`config.mk`:
```
export PLATFORM = sky130hd
export DESIGN_NAME = sdu_seq_ctrl
export DESIGN_NICKNAME = d
export VERILOG_FILES = /design/src/rtl/sdu_seq_ctrl.sv
export SDC_FILE = /design/constraint.sdc
export NUM_CORES = 1
export LEC_CHECK = 0
export ABC_AREA = 1
export CAP_MARGIN = 10
export CORE_UTILIZATION = 45
export CTS_CLUSTER_DIAMETER = 40
export DETAILED_ROUTE_END_ITERATION = 7
export HOLD_SLACK_MARGIN = 0.12
export PLACE_DENSITY_LB_ADDON = 0.25
export RECOVER_POWER = 100
export SLEW_MARGIN = 10
export SYNTH_ARGS = -nofsm -noshare
export SYNTH_HDL_FRONTEND = slang
export SYNTH_SLANG_ARGS = --single-unit
```
`constraint.sdc`:
```
create_clock -name clk -period 4.55 [get_ports clk]
set_input_delay 0.455 -clock clk [delete_from_list [all_inputs] [get_ports clk]]
set_output_delay 0.455 -clock clk [all_outputs]
set_load 0.05 [all_outputs]
```
`src/rtl/sdu_seq_ctrl.sv`:
```
// Acquisition sequencer: fires the pulser, times the record window, repeats for the
// averaging count, then waits out receiver playback. Optional build macro: SDU_EXT_TRIG_EN.
module sdu_seq_ctrl #(
  parameter int CNT_W = 16
) (
  input  logic             clk,
  input  logic             reset_n,
  input  logic             cfg_start,
  input  logic             cfg_abort,
  input  logic [CNT_W-1:0] cfg_num_seq,
  input  logic [CNT_W-1:0] cfg_rec_len,
  input  logic [CNT_W-1:0] cfg_gap,
  input  logic             ext_trig,
  input  logic             sdu_rx_strobe,
  output logic             tx_fire,
  output logic             sdu_rx_en,
  output logic             sdu_seq_done_strobe,
  output logic             sdu_ave_done_strobe,
  output logic             busy,
  output logic [CNT_W-1:0] seq_count,
  output logic             acq_done,
  output logic             cfg_err,
  output logic             aborted
);

  typedef enum logic [2:0] {S_IDLE, S_WAIT, S_FIRE, S_RECORD, S_GAP, S_PLAY} state_t;

  state_t           r_state, w_nxt;
  logic [CNT_W-1:0] r_num_seq, r_rec_len, r_gap, r_rcnt, r_seq_cnt;
  logic [CNT_W:0]   r_gcnt;
  logic             r_seen_hi, r_abort_pend;
  logic             r_fire, r_seq_done, r_ave_done, r_busy, r_acq, r_err, r_aborted;

  logic w_fire, w_seq_done, w_ave_done, w_acq, w_err;
  logic w_set_abort, w_clr_abort, w_latch, w_ld_rec, w_ld_gap, w_inc_seq, w_pend_set;
  logic w_term, w_last;
  logic [CNT_W-1:0] w_rec_src;

`ifdef SDU_EXT_TRIG_EN
  logic r_trig_s1, r_trig_s2, r_trig_d;
  logic w_trig_edge;

  always_ff @(posedge clk or negedge reset_n) begin
    if (!reset_n) begin
      r_trig_s1 <= 1'b0;
      r_trig_s2 <= 1'b0;
      r_trig_d  <= 1'b0;
    end else begin
      r_trig_s1 <= ext_trig;
      r_trig_s2 <= r_trig_s1;
      r_trig_d  <= r_trig_s2;
    end
  end

  assign w_trig_edge = r_trig_s2 & ~r_trig_d;
`else
  logic w_unused_trig;
  assign w_unused_trig = ext_trig;
`endif

  // Counter holds rec_len at FIRE; terminal at 1 puts the done strobe on T+rec_len.
  assign w_term    = (r_rcnt == CNT_W'(1));
  assign w_last    = (({1'b0, r_seq_cnt} + (CNT_W+1)'(1)) == {1'b0, r_num_seq});
  assign w_rec_src = (r_state == S_IDLE) ? cfg_rec_len : r_rec_len;

  always_ff @(posedge clk or negedge reset_n) begin
    if (!reset_n) r_state <= S_IDLE;
    else          r_state <= w_nxt;
  end

  always_comb begin
    w_nxt       = r_state;
    w_fire      = 1'b0;
    w_seq_done  = 1'b0;
    w_ave_done  = 1'b0;
    w_acq       = 1'b0;
    w_err       = 1'b0;
    w_set_abort = 1'b0;
    w_clr_abort = 1'b0;
    w_latch     = 1'b0;
    w_ld_rec    = 1'b0;
    w_ld_gap    = 1'b0;
    w_inc_seq   = 1'b0;
    w_pend_set  = 1'b0;
    case (r_state)
      S_IDLE: begin
        if (cfg_start) begin
          if (cfg_rec_len != '0) begin
            w_latch     = 1'b1;
            w_clr_abort = 1'b1;
`ifdef SDU_EXT_TRIG_EN
            w_nxt       = S_WAIT;
`else
            w_nxt       = S_FIRE;
            w_fire      = 1'b1;
            w_ld_rec    = 1'b1;
`endif
          end else begin
            w_err = 1'b1;
          end
        end
      end
`ifdef SDU_EXT_TRIG_EN
      S_WAIT: begin
        if (cfg_abort) begin
          w_set_abort = 1'b1;
          w_nxt       = S_IDLE;
        end else if (w_trig_edge) begin
          w_nxt    = S_FIRE;
          w_fire   = 1'b1;
          w_ld_rec = 1'b1;
        end
      end
`endif
      S_FIRE, S_RECORD: begin
        if (w_term) begin
          // Terminal count wins over abort; a coincident abort is replayed next cycle.
          w_inc_seq  = 1'b1;
          w_pend_set = cfg_abort;
          if (w_last) begin
            w_ave_done = 1'b1;
            w_nxt      = S_PLAY;
          end else begin
            w_seq_done = 1'b1;
            w_ld_gap   = 1'b1;
            w_nxt      = S_GAP;
          end
        end else if (cfg_abort) begin
          w_seq_done  = 1'b1;
          w_set_abort = 1'b1;
          w_nxt       = S_IDLE;
        end else begin
          w_nxt = S_RECORD;
        end
      end
      S_GAP: begin
        if (cfg_abort || r_abort_pend) begin
          w_set_abort = 1'b1;
          w_nxt       = S_IDLE;
        end else if (r_gcnt == '0) begin
`ifdef SDU_EXT_TRIG_EN
          w_nxt    = S_WAIT;
`else
          w_nxt    = S_FIRE;
          w_fire   = 1'b1;
          w_ld_rec = 1'b1;
`endif
        end
      end
      S_PLAY: begin
        if (r_seen_hi && !sdu_rx_strobe) begin
          w_acq = 1'b1;
          w_nxt = S_IDLE;
        end
      end
      default: w_nxt = S_IDLE;
    endcase
  end

  always_ff @(posedge clk or negedge reset_n) begin
    if (!reset_n) begin
      r_num_seq    <= '0;
      r_rec_len    <= '0;
      r_gap        <= '0;
      r_rcnt       <= '0;
      r_gcnt       <= '0;
      r_seq_cnt    <= '0;
      r_seen_hi    <= 1'b0;
      r_abort_pend <= 1'b0;
      r_fire       <= 1'b0;
      r_seq_done   <= 1'b0;
      r_ave_done   <= 1'b0;
      r_busy       <= 1'b0;
      r_acq        <= 1'b0;
      r_err        <= 1'b0;
      r_aborted    <= 1'b0;
    end else begin
      if (w_latch) begin
        r_num_seq <= (cfg_num_seq == '0) ? CNT_W'(1) : cfg_num_seq;
        r_rec_len <= cfg_rec_len;
        r_gap     <= cfg_gap;
      end
      if (w_ld_rec)
        r_rcnt <= w_rec_src;
      else if ((r_state == S_FIRE || r_state == S_RECORD) && r_rcnt != '0)
        r_rcnt <= r_rcnt - CNT_W'(1);
      // GAP lasts gap+2 cycles counting the seq_done cycle itself.
      if (w_ld_gap)
        r_gcnt <= {1'b0, r_gap} + (CNT_W+1)'(1);
      else if (r_state == S_GAP && r_gcnt != '0)
        r_gcnt <= r_gcnt - (CNT_W+1)'(1);
      if (w_latch)        r_seq_cnt <= '0;
      else if (w_inc_seq) r_seq_cnt <= r_seq_cnt + CNT_W'(1);
      r_seen_hi    <= (r_state == S_PLAY) && (r_seen_hi || sdu_rx_strobe);
      r_abort_pend <= w_pend_set;
      r_fire       <= w_fire;
      r_seq_done   <= w_seq_done;
      r_ave_done   <= w_ave_done;
      r_busy       <= (w_nxt != S_IDLE);
      r_acq        <= w_acq;
      r_err        <= w_err;
      if (w_clr_abort)      r_aborted <= 1'b0;
      else if (w_set_abort) r_aborted <= 1'b1;
    end
  end

  assign tx_fire             = r_fire;
  assign sdu_rx_en           = r_fire;
  assign sdu_seq_done_strobe = r_seq_done;
  assign sdu_ave_done_strobe = r_ave_done;
  assign busy                = r_busy;
  assign seq_count           = r_seq_cnt;
  assign acq_done            = r_acq;
  assign cfg_err             = r_err;
  assign aborted             = r_aborted;

endmodule

```
==> results of run 1 <==
power by group through the flow:
| stage | sequential [mW] | combinational [mW] | clock [mW] |
|---|---|---|---|
| finish | 1.35 | 0.880 | 0.766 |
| global route | 1.38 | 1.03 | 0.817 |
| CTS | 1.35 | 0.896 | 0.783 |
| detailed placement | 1.36 | 0.890 | 0 |
| global placement | 1.36 | 0.877 | 0 |
| floorplan | 1.35 | 0.627 | 0 |
state kept, by name, indices dropped and copies added, names as in the netlist:
name and count:
r_rec_len 16, r_state 3, aborted 1, r_gcnt 17, r_abort_pend 1, acq_done 1, sdu_rx_en 1, seq_count 16
cfg_err 1, r_gap 16, r_rcnt 16, r_seen_hi 1, sdu_seq_done_strobe 1, sdu_ave_done_strobe 1, r_num_seq 16, busy 1
routing by layer:
| metal | up-vias | part of all wire [%] | global-route usage [%] | routed length (um) |
|---|---|---|---|---|
| met5 | - | 0 | 0 | 0 |
| met4 | 0 | 1.2 | 5.18 | 191 |
| met3 | 14 | 5.4 | 4.55 | 878 |
| met2 | 147 | 46 | 36.8 | 7440 |
| met1 | 2727 | 48 | 33.4 | 7740 |
| li1 | 3072 | - | - | - |
cells by family (layout without fill, tap and decap cells):
| logic type | Yosys count | after routing | share of synthesized area (%) |
|---|---|---|---|
| XOR/XNOR | 30 | 30 | 4.04 |
| AO/OA/AOI/OAI | 141 | 141 | 11.7 |
| AND/OR/NAND/NOR | 473 | 473 | 32.4 |
| flip-flops | 109 | 109 | 41.9 |
| buffers and inverters | 150 | 224 | 9.03 |
| adder cells (fa/ha/maj) | 5 | 5 | 0.961 |
worst min-delay path, delay by kind of cell (launching register included):
kind / cells / cell delay (ns)
AOI/OAI and AO/OA: 1 / 0.06
buffers and inverters: 1 / 0.04
DFF: 1 / 0.34
worst max path at each step:
| stage | start | end | slack, ns | depth (start not counted) |
|---|---|---|---|---|
| after floorplan | seq_count[0] | r_gcnt[1] | 2.11 | 17 |
| final | r_gcnt[0] | r_rcnt[11] | 1.16 | 12 |
| after global placement | cfg_rec_len[15] | r_rcnt[11] | 1.75 | 11 |
| after CTS | r_gcnt[0] | r_rcnt[11] | 1.77 | 12 |
| after detailed placement | cfg_rec_len[9] | r_rcnt[11] | 1.72 | 11 |
| after global routing | r_gcnt[0] | r_rcnt[2] | 0.80 | 12 |
metrics by stage:
stage               hold slack [ns]  worst slack, ns  util (%)  instances
floorplan                     0.159             2.11         -        908
global placement              0.464             1.75      53.0       1146
detailed placement            0.475             1.72      53.0       1146
CTS                           0.295             1.77      55.0       1162
global route                  0.512            0.798      54.7       1162
finish                        0.480             1.16      54.7       1162
cell type report:
| class | instances | area [um2] | area share [%] |
|---|---|---|---|
| inverters | 127 | 477 | 6.23 |
| multi-input cells | 649 | 3160 | 41.2 |
| well taps | 180 | 225 | 2.94 |
| flip-flops and latches | 109 | 2730 | 35.6 |
| clock inverters | 4 | 22.5 | 0.294 |
| repair buffers | 81 | 790 | 10.3 |
| clock buffers | 12 | 256 | 3.35 |
placed cells by master (no fill, tap or decap), types with 12 or more instances in the layout:
master	n
nand2_1	247
o21ai_0	100
a21oi_1	13
nand4_1	20
nor2_1	77
dlygate4sd3_1	26
dfrtp_1	109
xor2_1	24
nand3_1	86
nor3_1	12
clkdlybuf4s50_1	49
inv_1	125
==> results.md, run 1 <==
- Register area share after synthesis: 41.9%
- RSZ-0062 raised after global routing: false
- Site Rows: 43
- Max-Slew Margin vs Limit: -28.1%
- Comb power frac: 29.4%
- Syn nets: 967
- Die Wd: 122 um
- Max incr delay on CP: 0.67 ns
- Vias in the first global route: 5427
- Worst reg2reg setup slack: 1.16 ns
- Status: finished with violations
- Failing checks: max-capacitance violations, max-slew violations
- Skew-Pair Late Insertion Delay: 0.36 ns
- MaxCap Viol Count: 2
- Syn Area/Cell: 7.17 um2
- Num CTS Buffers: 9
- DP HPWL: 11.9 mm
- Final period utilization: 74.4%
- GR Overflow Total: 0
- Largest net degree at the start of global routing: 75
- PwrDens: 392 nW/um2
- Total number of vias: 5960
- Top post-synthesis cells by area: dfrtp_1 (42%), nand2_1 (14%), o21ai_0 (7.5%)
- CP Launch Type: flop
- Die Ht: 122 um
- # fillers: 1403
- Drt initial violations: 440
- Max FO, Critical Path: 21
- CP Cell Sequence: inv_1 > ha_1 > nand2_1 > nor3_1 > nand4_1 > nand2_1 > clkbuf_1 > inv_1 > nand2_1 > inv_1 > nand2_1 > o211ai_1
- VDD IR max: 0.269 mV
- Core box area: 14000 um2
- Full die area: 14900 um2
- Share of the synthesized area in the top cell type: 41.9%
- Minimum clock period: 3.39 ns
- Final Setup Violations: 0
- Area Growth Syn to Fin: 17.6%
- CP Data Arrival Time: 3.62 ns
- Int Power: 1.91 mW
- GP Congestion: 0.887
- Initial Utilization: 46.5%
- Fmax: 295 MHz
- EDFF count, synth: 0
- Most frequent cell after synthesis: nand2_1
- N_diodes: 0
- Crit path required time: 4.78 ns
- Nets: 1036
- Initial antenna violation count: 0
- Io pins: 78
- Number of synthesized register bits: 109
- CP Capture Type: flop
- Post-CTS Hold Fix Bufs: 0
- Tot Pwr: 3.00 mW
- Slew Limit Fails: 75
- Crit Path Category: flop to flop
- Yosys warns: 0
- CTS Root Cell: clkbuf_16
- # H-tree levels: 3
- Leakage Power: 3.78 nW
- Layout cells sized above 1: 4.07%
- DR vias/cell: 5.13
- Clock buffer depth: 2
- Post-route ant nets: 0
- # port buffers: 76
- Mapped cell area: 6510 um2
- CP dominant cell by count: nand2_1
- CP bufs+invs: 4
- Clk pwr share: 25.5%
- Least-Margin Pin Slew: 1.92 ns
- Placed cell areas: 7420 um2
- Post-synth cell types: 41
- Final Instance Area: 7660 um2
- Sw Share: 36.2%
- Drc violations: 0
- GRT Total Usage: 23.4%
- Final Hold Viols: 0
- First-pass GRT wire length: 27.2 mm
- Commonest cells in the netlist: nand2_1 (245), inv_1 (125), dfrtp_1 (109)
- R2R Path End: r_rcnt[11]
- Post-Synthesis Cells: 908
- WHS Endpoint: aborted
- Hold Crit Class: flop to flop
- Drt wl/cell: 14.0 um
- Flop pwr share: 45.1%
- Post-CTS Resized: 0
- Synth area leader: dfrtp_1
- Worst-path clk slew: 0.07 ns
- Worst Clk Skew: 0.00937 ns
- CTS sink count: 109
- Final setup TNS: 0 ns
- Post-CTS Setup Bufs: 0
- CTS tree: built
- Reg2reg start: r_gcnt[0]
- Hold Path Depth: 2
- Total Wirelength: 16.3 mm
- Min-delay src: aborted
- Worst path slowest cell: clkbuf_1
- Net switching power figure: 1.08 mW
- Async S/R FF share, synth: 100%
- CP top delay family: buffers and inverters
- Synth Flop Type: dfrtp_1
- DRT Pass-1 Iters: 5
- Worst R2R Path Depth: 12
No activity file was read; power rests on OpenSTA's default activity.
==> run 2: changes to the inputs <==
- clock period: 4.55 -> 3 ns (I/O delays scaled with it)
==> results.md, run 2 (synthesis gave the netlist of run 1 again) <==
- Status: finished with violations
- Failing checks: max-capacitance violations, max-slew violations
- RSZ-0062 raised after global routing: false
- Final Setup Violations: 0 (unchanged)
- GRT Total Usage: 23.5% (+0.094 points)
- CP Launch Point: seq_count[0]
- Slew Limit Fails: 70 (-6.7%)
- N_diodes: 0 (unchanged)
- MaxCap Viol Count: 1 (-1)
- Register name with the most flops: r_gcnt
- Final Hold Viols: 0 (unchanged)
- Drt wl/cell: 13.9 um (-0.78%)
- Initial Utilization: 46.5% (unchanged)
- CP Launch Type: flop
- Die Ht: 122 um (unchanged)
- Leakage Power: 3.82 nW (+1.2%)
- Reg2reg start: seq_count[0]
- CTS Root Cell: clkbuf_16
- Fin cells: 1170 (+0.69%)
- Num CTS Buffers: 9 (unchanged)
- Placed cells: 1153 (+0.61%)
- CTS tree: built
- GP Congestion: 0.883 (-0.53%)
- Drt initial violations: 478 (+8.6%)
- Final setup TNS: 0 ns (unchanged)
- Post-route ant nets: 0 (unchanged)
- GR Overflow Total: 0 (unchanged)
- Crit Path Category: flop to flop
- Min-delay src: cfg_start
- Hold Crit Class: input port to flop
- Io pins: 78 (unchanged)
- Max FO, Critical Path: 24 (+14%)
- Vias in the first global route: 5654 (+4.2%)
- Most common cell after layout, fill and taps aside: nand2_1
- Total number of vias: 5997 (+0.62%)
- Worst-path clk slew: 0.08 ns (about the same)
- Drc violations: 0 (unchanged)
- Max reg flops: 17 (unchanged)
- Post-CTS Setup Bufs: 0 (unchanged)
- Max-Slew Margin vs Limit: -14.8% (+13 points)
- Die Wd: 122 um (unchanged)
- Fmax: 374 MHz (+27%)
- Commonest cells after routing, fill and taps aside: nand2_1 (246), inv_1 (125), dfrtp_1 (109), o21ai_0 (100), nand3_1 (85)
- Crit path required time: 3.24 ns (-1.54 ns)
- Site Rows: 43 (unchanged)
- Core box area: 14000 um2 (unchanged)
- Net switching power figure: 1.67 mW (+54%)
- Minimum clock period: 2.67 ns (-0.715 ns)
- Hold Worst Slack: 0.489 ns (+0.00945 ns)
- PwrDens: 592 nW/um2 (+51%)
- Initial antenna violation count: 0 (unchanged)
- Least-Margin Pin Slew: 1.72 ns (-0.200 ns)
- Largest net degree at the start of global routing: 70 (-6.7%)
- Post-CTS Resized: 0 (unchanged)
- # port buffers: 76 (unchanged)
- Clock buffer depth: 2 (unchanged)
- Sw Share: 36.3% (+0.18 points)
- Worst Clk Skew: 0.00904 ns (-0.000333 ns)
- Layout cells sized above 1: 5.05% (+0.98 points)
- Skew-Pair Late Insertion Delay: 0.36 ns (about the same)
- DRT Pass-1 Iters: 5 (unchanged)
- Nets: 1044 (+0.77%)
- Final period utilization: 89.1% (+15 points)
- Worst reg2reg setup slack: 0.33 ns (-0.84 ns)
- Int Power: 2.92 mW (+52%)
- Clk pwr share: 25.6% (about the same)
- CP Capture Type: flop
- CTS sink count: 109 (unchanged)
- DR vias/cell: 5.13 (about the same)
- Placed cell areas: 7470 um2 (+0.71%)
- Full die area: 14900 um2 (unchanged)
- Comb power frac: 29.6% (+0.2 points)
- Final Instance Area: 7740 um2 (+1.1%)
- Total Wirelength: 16.2 mm (about the same)
- VDD IR max: 0.419 mV (+56%)
- # H-tree levels: 3 (unchanged)
- CP Data Arrival Time: 2.91 ns (-0.71 ns)
- DP HPWL: 12.0 mm (+0.99%)
- First-pass GRT wire length: 27.4 mm (+1.0%)
- Area Growth Syn to Fin: 18.9%
- Flop pwr share: 44.7% (-0.4 points)
[run 2: final timing paths]
path,to,depth (start not counted)
min in group asynchronous,r_gap[12],2
max in group asynchronous,r_rec_len[3],3
setup reg to reg,r_gcnt[3],14
hold reg to reg,r_rec_len[0],2
setup / recovery,r_gcnt[3],14
hold / removal,cfg_err,3
[run 2: through the flow]
step | utilization (%) | worst slack, ns | total power, mW
2_1_floorplan | - | 0.563 | 3.00
3_3_place_gp | 53.4 | 0.528 | 3.41
6_report | 55.3 | 0.328 | 4.58
5_1_grt | 55.3 | 0.0998 | 4.91
4_1_cts | 55.5 | 0.482 | 4.63
3_5_place_dp | 53.4 | 0.504 | 3.44
[run 2: critical path: stages (launching register included)]
cell and delay, ns:
dfrtp_1 0.50, ha_1 0.26, nand2_1 0.14, nor2_4 0.18, nand2_1 0.10, nand3b_1 0.13, nand3_1 0.10, nor2_1 0.17
nand3_1 0.10, nor2_1 0.18, nand2_4 0.14, nand2_8 0.17, nand2_1 0.20, nor2_1 0.13, nor2_1 0.05
[run 2: power groups by stage]
stage	Clock (mW)	Sequential [mW]	Combinational (mW)
6_report	1.18	2.05	1.36
5_1_grt	1.26	2.09	1.55
4_1_cts	1.20	2.05	1.38
3_5_place_dp	0	2.07	1.37
3_3_place_gp	0	2.07	1.35
2_1_floorplan	0	2.05	0.951
[run 2: metal layers]
layer / track usage, % / wire (um)
met1: 32.4 / 7830
met2: 37.8 / 7540
met3: 4.79 / 661
met4: 5.79 / 201
met5: 0 / 0
[run 2: area by class of cell]
cell class	count	area [um2]
sequential	109	2730
fill	1371	6250
clock buffer	12	256
multi-input combinational	649	3190
inverter	127	477
tap	180	225
clock inverter	4	30.0
timing repair buffer	89	836
[run 2: timing repair]
action	in CTS	in global routing
setup endpoints to repair	0	0
hold buffers	1	0
hold endpoints to repair	33	0
==> run 3: changes to the inputs <==
- SKIP_LAST_GASP: default -> 1
==> results of run 3 <==
Final layout, timing and power as in run 2 (identical DEF).
